--- src/rtl/branch_ctrl_pkg.sv ---
// Shared definitions for the branch flush controller.
//   state_e        : controller FSM states (IDLE, WAIT, FLUSH)
//   BR_*           : branchControl encodings, identical to the comparator's
//   resolve_taken  : taken decision for a branch type and comparator result
package branch_ctrl_pkg;

    typedef enum logic [1:0] {
        IDLE  = 2'b00,
        WAIT  = 2'b01,
        FLUSH = 2'b10
    } state_e;

    localparam logic [1:0] BR_NONE = 2'b00;
    localparam logic [1:0] BR_EQ   = 2'b01;
    localparam logic [1:0] BR_LT   = 2'b10;
    localparam logic [1:0] BR_JMP  = 2'b11;

    // Jumps are always taken; conditional branches are taken on any nonzero compare result.
    function automatic logic resolve_taken(input logic [1:0] bc, input logic [1:0] br);
        return (bc == BR_JMP) || (((bc == BR_EQ) || (bc == BR_LT)) && (br != 2'b00));
    endfunction

endpackage

--- src/rtl/sat_counter.sv ---
// Saturating up-counter.
//   clk     : rising-edge clock
//   rst     : asynchronous active-high reset, clears the count
//   i_inc   : increment request
//   o_count : current count, sticks at all-ones
module sat_counter #(
    parameter int unsigned WIDTH = 8
) (
    input  logic             clk,
    input  logic             rst,
    input  logic             i_inc,
    output logic [WIDTH-1:0] o_count
);

    logic [WIDTH-1:0] r_count;
    logic             w_at_max;

    assign w_at_max = &r_count;

    always_ff @(posedge clk or posedge rst) begin
        if (rst) begin
            r_count <= '0;
        end else if (i_inc && !w_at_max) begin
            r_count <= r_count + WIDTH'(1);
        end
    end

    assign o_count = r_count;

endmodule

--- src/rtl/branch_flush_ctrl.sv ---
// Branch resolution and IF/ID flush control for the ID stage.
//   clk, rst      : clock, asynchronous active-high reset
//   branchControl : ID-stage branch type (none / BEQ / BLT / JMP)
//   branch        : comparator result, nonzero means taken
//   hazard        : comparator operands not yet valid
//   targetIn      : branch target from ID
//   pcPlus        : sequential PC+1
//   pcNext        : next PC to fetch
//   stall         : hold PC and IF/ID
//   flush         : squash IF/ID
//   busy          : FSM not in IDLE
//   takenCount    : saturating count of taken branches
module branch_flush_ctrl
    import branch_ctrl_pkg::*;
#(
    parameter int unsigned DATA_W = 16,
    parameter int unsigned CNT_W  = 8
) (
    input  logic              clk,
    input  logic              rst,
    input  logic [1:0]        branchControl,
    input  logic [1:0]        branch,
    input  logic              hazard,
    input  logic [DATA_W-1:0] targetIn,
    input  logic [DATA_W-1:0] pcPlus,
    output logic [DATA_W-1:0] pcNext,
    output logic              stall,
    output logic              flush,
    output logic              busy,
    output logic [CNT_W-1:0]  takenCount
);

    state_e r_state;
    state_e w_state_nxt;
    logic   w_cond;
    logic   w_taken;
    logic   w_inc;

    assign w_cond  = (branchControl == BR_EQ) || (branchControl == BR_LT);
    assign w_taken = resolve_taken(branchControl, branch);

    always_comb begin
        pcNext      = pcPlus;
        stall       = 1'b0;
        flush       = 1'b0;
        w_inc       = 1'b0;
        w_state_nxt = r_state;

        // Outputs are held inert during reset even though the state is already IDLE.
        if (!rst) begin
            case (r_state)
                IDLE: begin
                    if (branchControl == BR_NONE) begin
                        w_state_nxt = IDLE;
                    end else if (w_cond && hazard) begin
                        stall       = 1'b1;
                        w_state_nxt = WAIT;
                    end else if (w_taken) begin
                        pcNext      = targetIn;
                        flush       = 1'b1;
                        w_inc       = 1'b1;
                        w_state_nxt = FLUSH;
                    end else begin
                        w_state_nxt = IDLE;
                    end
                end
                WAIT: begin
                    // No timeout: the producer eventually writes back.
                    if (hazard) begin
                        stall       = 1'b1;
                        w_state_nxt = WAIT;
                    end else if (w_taken) begin
                        pcNext      = targetIn;
                        flush       = 1'b1;
                        w_inc       = 1'b1;
                        w_state_nxt = FLUSH;
                    end else begin
                        w_state_nxt = IDLE;
                    end
                end
                FLUSH: begin
                    // Slot behind a taken branch is squashed; its branch fields are ignored.
                    flush       = 1'b1;
                    w_state_nxt = IDLE;
                end
                default: begin
                    w_state_nxt = IDLE;
                end
            endcase
        end
    end

    always_ff @(posedge clk or posedge rst) begin
        if (rst) begin
            r_state <= IDLE;
        end else begin
            r_state <= w_state_nxt;
        end
    end

    assign busy = (r_state != IDLE) && !rst;

    sat_counter #(
        .WIDTH (CNT_W)
    ) u_taken_cnt (
        .clk     (clk),
        .rst     (rst),
        .i_inc   (w_inc),
        .o_count (takenCount)
    );

endmodule

--- config.mk ---
export PLATFORM = sky130hd
export DESIGN_NAME = branch_flush_ctrl
export DESIGN_NICKNAME = d
export VERILOG_FILES = /design/src/rtl/branch_ctrl_pkg.sv /design/src/rtl/sat_counter.sv /design/src/rtl/branch_flush_ctrl.sv
export SDC_FILE = /design/constraint.sdc
export NUM_CORES = 1
export LEC_CHECK = 0
export CORE_MARGIN = 3
export CORE_UTILIZATION = 33
export DETAILED_ROUTE_END_ITERATION = 16
export PLACE_DENSITY_LB_ADDON = 0.25
export SYNTH_ARGS = -nofsm -noshare
export SYNTH_HDL_FRONTEND = slang
export SYNTH_SLANG_ARGS = --single-unit
--- constraint.sdc ---
create_clock -name clk -period 2.5 [get_ports clk]
set_input_delay 0.5 -clock clk [delete_from_list [all_inputs] [get_ports clk]]
set_output_delay 0.5 -clock clk [all_outputs]
set_load 0.005 [all_outputs]
==> flow_metrics.py <==
metrics = {
    "logic_synthesis": {
        "synthArstFlopShare_pct": 100,
        "synth_seq_cells": 10,
        "ys_warn_count": 0,
        "syn_nets": 126,
        "synth_area_per_cell_um2": 10.2,
        "ys_types": 28,
        "syn_inst": 84,
        "synth_top_flop_cell": "dfrtp_1",
        "yosysSeqAreaShare_pct": 29.3,
        "synth-edff-count": 0,
        "syn_area_um2": 853,
    },
    "route": {
        "wirelength_met1_mm": 1.13,
        "drc": 0,
        "dr_total_vias": 987,
        "dr_wl_met2_mm": 1.57,
        "drt_iter0_markers": 28,
        "top_layer_used": "met4",
        "drtAntennaViolNets": 0,
        "viasPerCell": 5.01,
        "routed_wl_mm": 2.89,
        "firstDrtPassIters": 4,
        "wire_per_inst_um": 14.7,
        "wl_met3_um": 163,
    },
    "clocking": {
        "cts_buffers": 3,
        "clockRootBuffer": "clkbuf_4",
        "clk_pin_slew_ns": 0.06,
        "htree_num_levels": 1,
        "ctsLongestPathBuffers": 2,
        "insertion_delay_ns": 0.27,
        "cts_hold_buf": 0,
        "cts_sinks": 10,
        "cts_tree": "yes",
    },
    "placed_design": {
        "placed_cells_incl_taps": 182,
        "gp_congestion": 0.822,
        "port_buffers": 65,
        "hpwl_mm": 2.17,
    },
    "global_route": {
        "grt_max_degree": 13,
        "grt_pass1_wl_mm": 4.68,
        "track_usage_pct": 18.0,
        "antenna_found_initial": 0,
        "grt_pass1_vias": 1072,
        "grt_overflow": 0,
    },
    "floorplanning": {
        "start_util_pct": 36.5,
        "ioPinCount": 66,
        "core_mm2": 0.00234,
        "die_w_um": 56.9,
        "die_h_um": 56.9,
        "die-area_mm2": 0.00323,
        "std_cell_rows": 17,
    },
    "timing": {
        "timing.hold.ws_ns": 0.520,
        "setup_violations": 0,
        "timing.final.crit_period_ns": 2.45,
        "worst_pin_slew_ns": 0.450,
        "final_hold_viol_count": 0,
        "rsz0062_at_grt": "false",
        "fin_crit_sh_pct": 97.8,
        "max_freq_ghz": 0.409,
        "skew_ns": 0.00431,
        "maxSlewViolCount": 0,
        "relSlewSlack_pct": 69.9,
    },
    "min_path": {
        "worstHoldPathType": "flop to flop",
    },
    "job": {
        "drv_cap": 0,
    },
    "power": {
        "powerDensity_mw_per_mm2": 491,
        "finalPower_w": 0.000852,
        "cellLeakagePower_nw": 0.800,
        "power_frac_seq_pct": 32.4,
        "clkPwrFrac_pct": 17.3,
        "p_comb_share_pct": 50.3,
        "switching_power_w": 0.000268,
        "swShare_pct": 31.5,
        "ir_worst_vdd_mv": 0.499,
        "p_int_w": 0.000584,
    },
    "final_layout": {
        "instances_no_fill": 197,
        "diodes": 0,
        "area_delta_synth_final_pct": 103,
        "final_layout_size_suffix_gt1_share_pct": 40.8,
        "layout.nets": 212,
    },
    "critical_path": {
        "crit_path_cell_trace": "buf_6 > inv_2 > ha_4 > o21a_4 > o2111ai_4 > buf_6 > buf_6 > mux2_2 > buf_2",
        "crit_type": "input port to output port",
        "slowest_delay_ns": 0.33,
        "cpMostUsedCell": "buf_6",
        "reg2reg_slack_ns": 0.56,
        "worstPathArrival_ns": 1.95,
        "start_kind": "input port",
        "worst-path-max-fanout": 4,
        "critical_path_required_ns": 2.00,
        "cp-end-kind": "output port",
        "slowest_stage": "mux2_2",
    },
    "run_status": {
        "status": "finished clean",
    },
}
power groups by stage:
stage	Sequential, W	Clock [W]	Combinational [W]
floorplan	0.000263	0	0.000160
global placement	0.000272	0	0.000384
detailed placement	0.000276	0	0.000393
CTS	0.000275	0.000151	0.000415
global route	0.000288	0.000161	0.000463
finish	0.000276	0.000147	0.000429
final timing paths:
path                                        start                endpoint  cells past startpoint
hold / removal             u_taken_cnt.o_count[0]  u_taken_cnt.o_count[0]                      1
setup reg to reg                       r_state[0]  u_taken_cnt.o_count[6]                      7
max in group asynchronous                     rst  u_taken_cnt.o_count[0]                      4
setup / recovery                 branchControl[0]              pcNext[14]                      9
hold reg to reg            u_taken_cnt.o_count[0]  u_taken_cnt.o_count[0]                      1
min in group asynchronous                     rst              r_state[1]                      4
cells in the mapped netlist (all sizes together) (2+ instances only):
cell	number	area, µm²
a21oi	3	15.0
buf	3	27.5
dfrtp	10	250
ha	3	37.5
inv	3	11.3
mux2	19	214
nand2	7	26.3
nand2b	3	18.8
nand3	3	15.0
nand4	2	12.5
nor2	6	25.0
nor2b	2	12.5
nor3	2	10.0
nor4	2	27.5
o21ai	4	23.8
xor2	5	43.8
registers in the layout, indices dropped and copies added, names as in the netlist:
name and cells:
u_taken_cnt.o_count 8, r_state 2
cells by family (layout without fill, tap and decap cells):
| family | after synthesis | in the layout | synth area share, % |
|---|---|---|---|
| compound gates | 12 | 12 | 11.6 |
| xor+xnor | 5 | 5 | 5.13 |
| fa+ha+maj | 3 | 3 | 4.40 |
| buf+inv | 6 | 91 | 4.54 |
| flops | 10 | 10 | 29.3 |
| mux | 20 | 20 | 26.2 |
| simple gates | 28 | 28 | 18.8 |
critical path, delay by kind of cell:
kind / cells / cell delay [ns]
buffers and inverters: 5 / 0.53
muxes: 1 / 0.33
AOI/OAI and AO/OA: 2 / 0.37
adders and majority gates: 1 / 0.21
per-stage QoR:
stage | setup TNS [ns] | area, µm² | utilization (%) | worst slack (ns)
after floorplan | 0 | 853 | - | 0.160
after global placement | -13.14 | 1570 | 67.2 | -0.739
after detailed placement | -14.21 | 1570 | 67.2 | -0.770
after CTS | 0 | 1680 | 71.9 | 0.0143
after global routing | 0 | 1730 | 74.1 | 0.00518
final | 0 | 1730 | 74.1 | 0.0545
final cells by class:
cell class              instances  area, µm²
well taps                      28       35.0
inverters                       3       11.3
fillers                       182        606
clock buffers                   4       36.3
repair buffers                 84        782
multi-input cells              68        619
flip-flops and latches         10        250
repair_timing:
item / 4_1_cts / 5_1_grt
endpoints found under the setup margin: 19 / 17
setup buffers: 10 / 0
pin swaps: 4 / 2
gates cloned: 1 / 0
resized for setup: 94 / 13
layer usage:
layer	up-vias	GRT usage [%]
met1	474	21.4
li1	475	-
met2	34	32.0
met4	0	4.97
met3	4	4.14
met5	-	0
placed cells by master, fill, tap and decap left out, types with 5 or more instances in the layout:
master / n
buf_2: 10
buf_4: 11
buf_6: 14
clkdlybuf4s50_1: 42
dfrtp_1: 10
mux2_2: 11
mux2_4: 8
nand2_1: 7
nor2_1: 5
xor2_1: 5
No activity file was read; power rests on OpenSTA's default activity.
==> edit 1, RTL diff (same settings) <==
Re-encode `state_e` (3 states) as one-hot, 3 bits wide.
--- a/src/rtl/branch_ctrl_pkg.sv
+++ b/src/rtl/branch_ctrl_pkg.sv
@@ -6,6 +6,6 @@
 
-    typedef enum logic [1:0] {
-        IDLE  = 2'b00,
-        WAIT  = 2'b01,
-        FLUSH = 2'b10
+    typedef enum logic [2:0] {
+        IDLE  = 3'b001,
+        WAIT  = 3'b010,
+        FLUSH = 3'b100
     } state_e;
Function: same outputs for any inputs over 10 cycles, from zero or initial values and one cycle with rst high; not proved beyond that.
==> edit 1 against the unedited design <==
The run now ends with negative setup slack left. Design area is 9.4% higher. Sequential cell count is 1 higher. Critical path type is now flop to primary output. Largest cell class unchanged. Area after synthesis is 8.7% higher. First-iteration DRC count is 18% lower. Cell count is 4.1% higher. Highest routed layer unchanged. Routed wire length is 7.3% higher. Sequential power is 5% higher. Setup slack worse by 120 ps. Count of clock-buffer cells in the layout stayed put. Power is 26% higher.
==> edit 1: results (changes against the unedited design) <==
Worst-Margin Slew=292 ps (-158 ps); syn nets=127 (+0.79%); P_leak=0.897 nW (+12%); fillers=187 (+2.7%); R2R setup slack=660 ps (+100 ps); top cells by area, synth=dfrtp_1 27%, mux2_4 23%, mux2_2 4.9%; first-pass GRT wire length=4.69 mm (+0.15%); Reg2Reg Launch Point=r_state[0]; GRT Overall Usage=0.177 (-0.00264); placed cell areas=0.00173 mm2 (+10%); failing checks=negative setup slack; sequential-to-total area share from yosys stat=0.298 (+0.00499); endpoints failing setup=11 (+11); min-delay worst type=input port to asynchronous set/reset pin; Crit Path Max Fanout=6 (+2); WL final=3.10 mm (+7.3%); Peak supply drop=0.000593 V (+19%); CP max stage cell=dfstp_2; distinct cell type count after synthesis=27 (-3.6%); Final GP Congestion=0.887 (+7.9%); crit path to=pcNext[15]; fin worst setup slack=-65.0 ps (-120 ps); CP delay by family, top=flip-flops; DR iter-0 viols=23 (-18%); critical path class=flop to primary output; status=finished with violations; most frequent cells after synthesis=14 x mux2_4, 10 x dfrtp_1, 7 x a21oi_1
[edit 1: cell count changes after synthesis, sizes merged, moves of 4 or more]
cell and delta:
xor2 -5, xnor2 +5, o21ai -4, a21oi +4
and3 +5
[edit 1: logic make-up after synthesis]
family	synth area share
adder cells (fa/ha/maj)	0.0405
flip-flops	0.298
buffers and inverters	0.0486
AO/OA/AOI/OAI	0.116
XOR/XNOR	0.0472
multiplexers	0.275
AND/OR/NAND/NOR	0.174
[edit 1: worst min-delay path: stages]
cell	delay (ps)
dlymetal6s2s_1	150
buf_4	150
inv_1	60
buf_4	210
[edit 1: layer usage]
metal  part of all wire  up-vias  track usage
li1                   -      487            -
met1               0.40      467        0.215
met2               0.50       51        0.309
met3              0.083        4       0.0261
met4              0.016        0       0.0777
met5                  0        -            0
[edit 1: metrics by stage]
step	hold WS [ps]	worst slack [ps]	setup TNS [ps]
2_1_floorplan	382	187	0
5_1_grt	485	-128	-1470
4_1_cts	516	-180	-2230
3_5_place_dp	507	-855	-14410
6_report	454	-65.0	-651
3_3_place_gp	494	-775	-12860
[edit 1: power breakdown]
group	internal, W	leakage, nW	switching [W]
Clock	0.0000618	0.0150	0.0000597
Combinational	0.000433	0.738	0.000227
Sequential	0.000229	0.144	0.0000609
Total	0.000724	0.897	0.000347
[edit 1: what timing repair did]
action	CTS	global route
buffers inserted	10	2
gates cloned	1	0
hold endpoints to repair	0	0
pin swaps	5	4
endpoints found under the setup margin	18	18
resized for setup	106	11
[edit 1: layout make-up]
class / count / area share
clock buffers: 4 / 0.0139
inverters: 6 / 0.0119
multi-input cells: 66 / 0.350
flip-flops and latches: 11 / 0.146
well taps: 30 / 0.0198
repair buffers: 88 / 0.458
==> edit 2, RTL diff (same flow settings) <==
Without the edit above. `DATA_W`: 16 -> 18.
--- a/src/rtl/branch_flush_ctrl.sv
+++ b/src/rtl/branch_flush_ctrl.sv
@@ -15,3 +15,3 @@
 #(
-    parameter int unsigned DATA_W = 16,
+    parameter int unsigned DATA_W = 18,
     parameter int unsigned CNT_W  = 8
Interface: changed (resized pcNext, pcPlus and targetIn); port bits go from 66 to 72. No check against the original RTL was run, so the function may have changed too.
==> edit 2 against the unedited design <==
Area after synthesis unchanged. Design area grew 4.9%. Sequential cell count stayed put. Non-clock buffer count rose by 7. Power increased by 1.8%. Setup slack got worse by 10 ps. Routed wire length rose by 9.2%. First-iteration DRC count stayed put. Combinational power rose by 5.4%. Critical endpoint is now pcNext[16]. Highest routed layer is now met3.
==> edit 2: results (changes against the unedited design) <==
diode count=0 (unchanged); R2R setup slack=420 ps (-140 ps); main flop type after synthesis=dfrtp_1; DR iter-0 viols=28 (unchanged); Sw Ratio=0.312 (-0.00274); sequential-to-total area share from yosys stat=0.293 (unchanged); Ys Warns=0 (unchanged); H-tree depth=1 (unchanged); highest metal used=met3; Worst Path Arrival=1960 ps; P_leak=0.859 nW (+7.3%); detailed route wirelength on metal3=179 um (+9.8%); DR WL/cell=15.4 um (+4.9%); DPL Wire Length=2.28 mm (+5.0%); Worst-Margin Slew=343 ps (-106 ps); largest net degree at the start of global routing=11 (-2); Max Buffers Root-to-Sink=2 (unchanged); Final nets=224 (+5.7%); Peak supply drop=0.000480 V (-3.8%); number of global-route vias before repair=1086 (+1.3%); most frequent cells after synthesis=13 x mux2_2, 10 x dfrtp_1, 8 x mux2_1; pre-CTS WS=-727 ps (+43.7 ps); CTS buffer count=3 (unchanged); fillers=165 (-9.3%); ys async rst share=1.00 (unchanged); hold slack final=526 ps (+6.47 ps); Max-Cap Viols=0 (unchanged); top cells by area, synth=dfrtp_1 29%, mux2_2 17%, mux2_1 11%; status=completed; syn nets=131 (+4.0%); WL met2=1.67 mm (+6.6%); CTS clk-pin slew, worst paths=70 ps; min-delay worst type=flop to flop; vias per cell=4.92 (-1.8%); Final Skew=0.766 ps (-3.55 ps); Root Driver=clkbuf_4; DRC viols=0 (unchanged); Port-buffer cells=71 (+9.2%); Final GP Congestion=0.803 (-2.4%); distinct cell type count after synthesis=31 (+11%); wire length on met1=1.30 mm (+15%); GRT Overall Usage=0.202 (+0.0221); first-pass GRT wire length=5.22 mm (+12%); fin crit period=2460 ps (+10.1 ps); Crit Path Max Fanout=5 (+1); share of cells above drive strength 1=0.401 (-0.00715); starting density of the core=0.365 (unchanged); Clock Latency Late Sink=260 ps
-- edit 2: kinds of logic (layout without fill, tap and decap cells) --
logic type,after synthesis,after routing,synth area share
buffers and inverters,7,99,0.0381
AOI/OAI and AO/OA,11,11,0.113
DFF,10,10,0.293
adders and majority gates,3,3,0.0440
muxes,22,22,0.289
and+or+nand+nor,27,27,0.172
xor gates and xnor gates,5,5,0.0513
-- edit 2: layer usage --
layer  vias up  GRT usage
met4         0     0.0199
met3         0     0.0414
li1        494          -
met2        33      0.365
met1       482      0.254
met5         -          0
-- edit 2: area by class of cell --
cell class	instances	area, um2	area share
Timing Repair Buffer	91	847	0.466
Clock buffer	4	36.3	0.0199
Sequential cell	10	250	0.138
Tap cell	28	35.0	0.0193
Multi-Input combinational cell	68	631	0.347
Inverter	4	20.0	0.0110
-- edit 2: worst paths after layout --
| kind | startpoint | endpoint | cells after the start |
|---|---|---|---|
| worst min register to register | u_taken_cnt.o_count[2] | u_taken_cnt.o_count[2] | 1 |
| min in group asynchronous | rst | u_taken_cnt.o_count[3] | 4 |
| worst max register to register | r_state[1] | u_taken_cnt.o_count[6] | 8 |
| max in group asynchronous | rst | u_taken_cnt.o_count[7] | 4 |
| worst max-delay path | branchControl[1] | pcNext[16] | 9 |
| worst min-delay path | u_taken_cnt.o_count[2] | u_taken_cnt.o_count[2] | 1 |
-- edit 2: power by group through the flow --
| stage | sequential [W] | combinational [W] | clock, W |
|---|---|---|---|
| 3_3_place_gp | 0.000269 | 0.000399 | 0 |
| 3_5_place_dp | 0.000269 | 0.000411 | 0 |
| 5_1_grt | 0.000280 | 0.000488 | 0.000159 |
| 6_report | 0.000270 | 0.000452 | 0.000146 |
| 2_1_floorplan | 0.000262 | 0.000150 | 0 |
| 4_1_cts | 0.000269 | 0.000437 | 0.000151 |
-- edit 2: repair_timing --
item,CTS,global route
gates resized for setup,102,17
hold endpoints to repair,0,0
setup endpoints to repair,20,18
buffers inserted,9,0
pin swaps,6,1
gates cloned,2,0
-- edit 2: stage by stage --
step                      area, um2  total power [W]  setup TNS, ps  instances
after floorplan                 853         0.000412              0         85
after global placement         1650         0.000667         -13690        190
after detailed placement       1650         0.000680         -14500        190
after CTS                      1770         0.000857              0        205
after global routing           1820         0.000927          -3.55        205
final                          1820         0.000868              0        205
-- edit 2: critical path: stages --
cell,delay [ps]
buf_6,80
inv_4,30
ha_4,240
o21a_1,130
o2111ai_4,270
buf_6,150
buf_6,110
mux2_4,300
buf_2,130
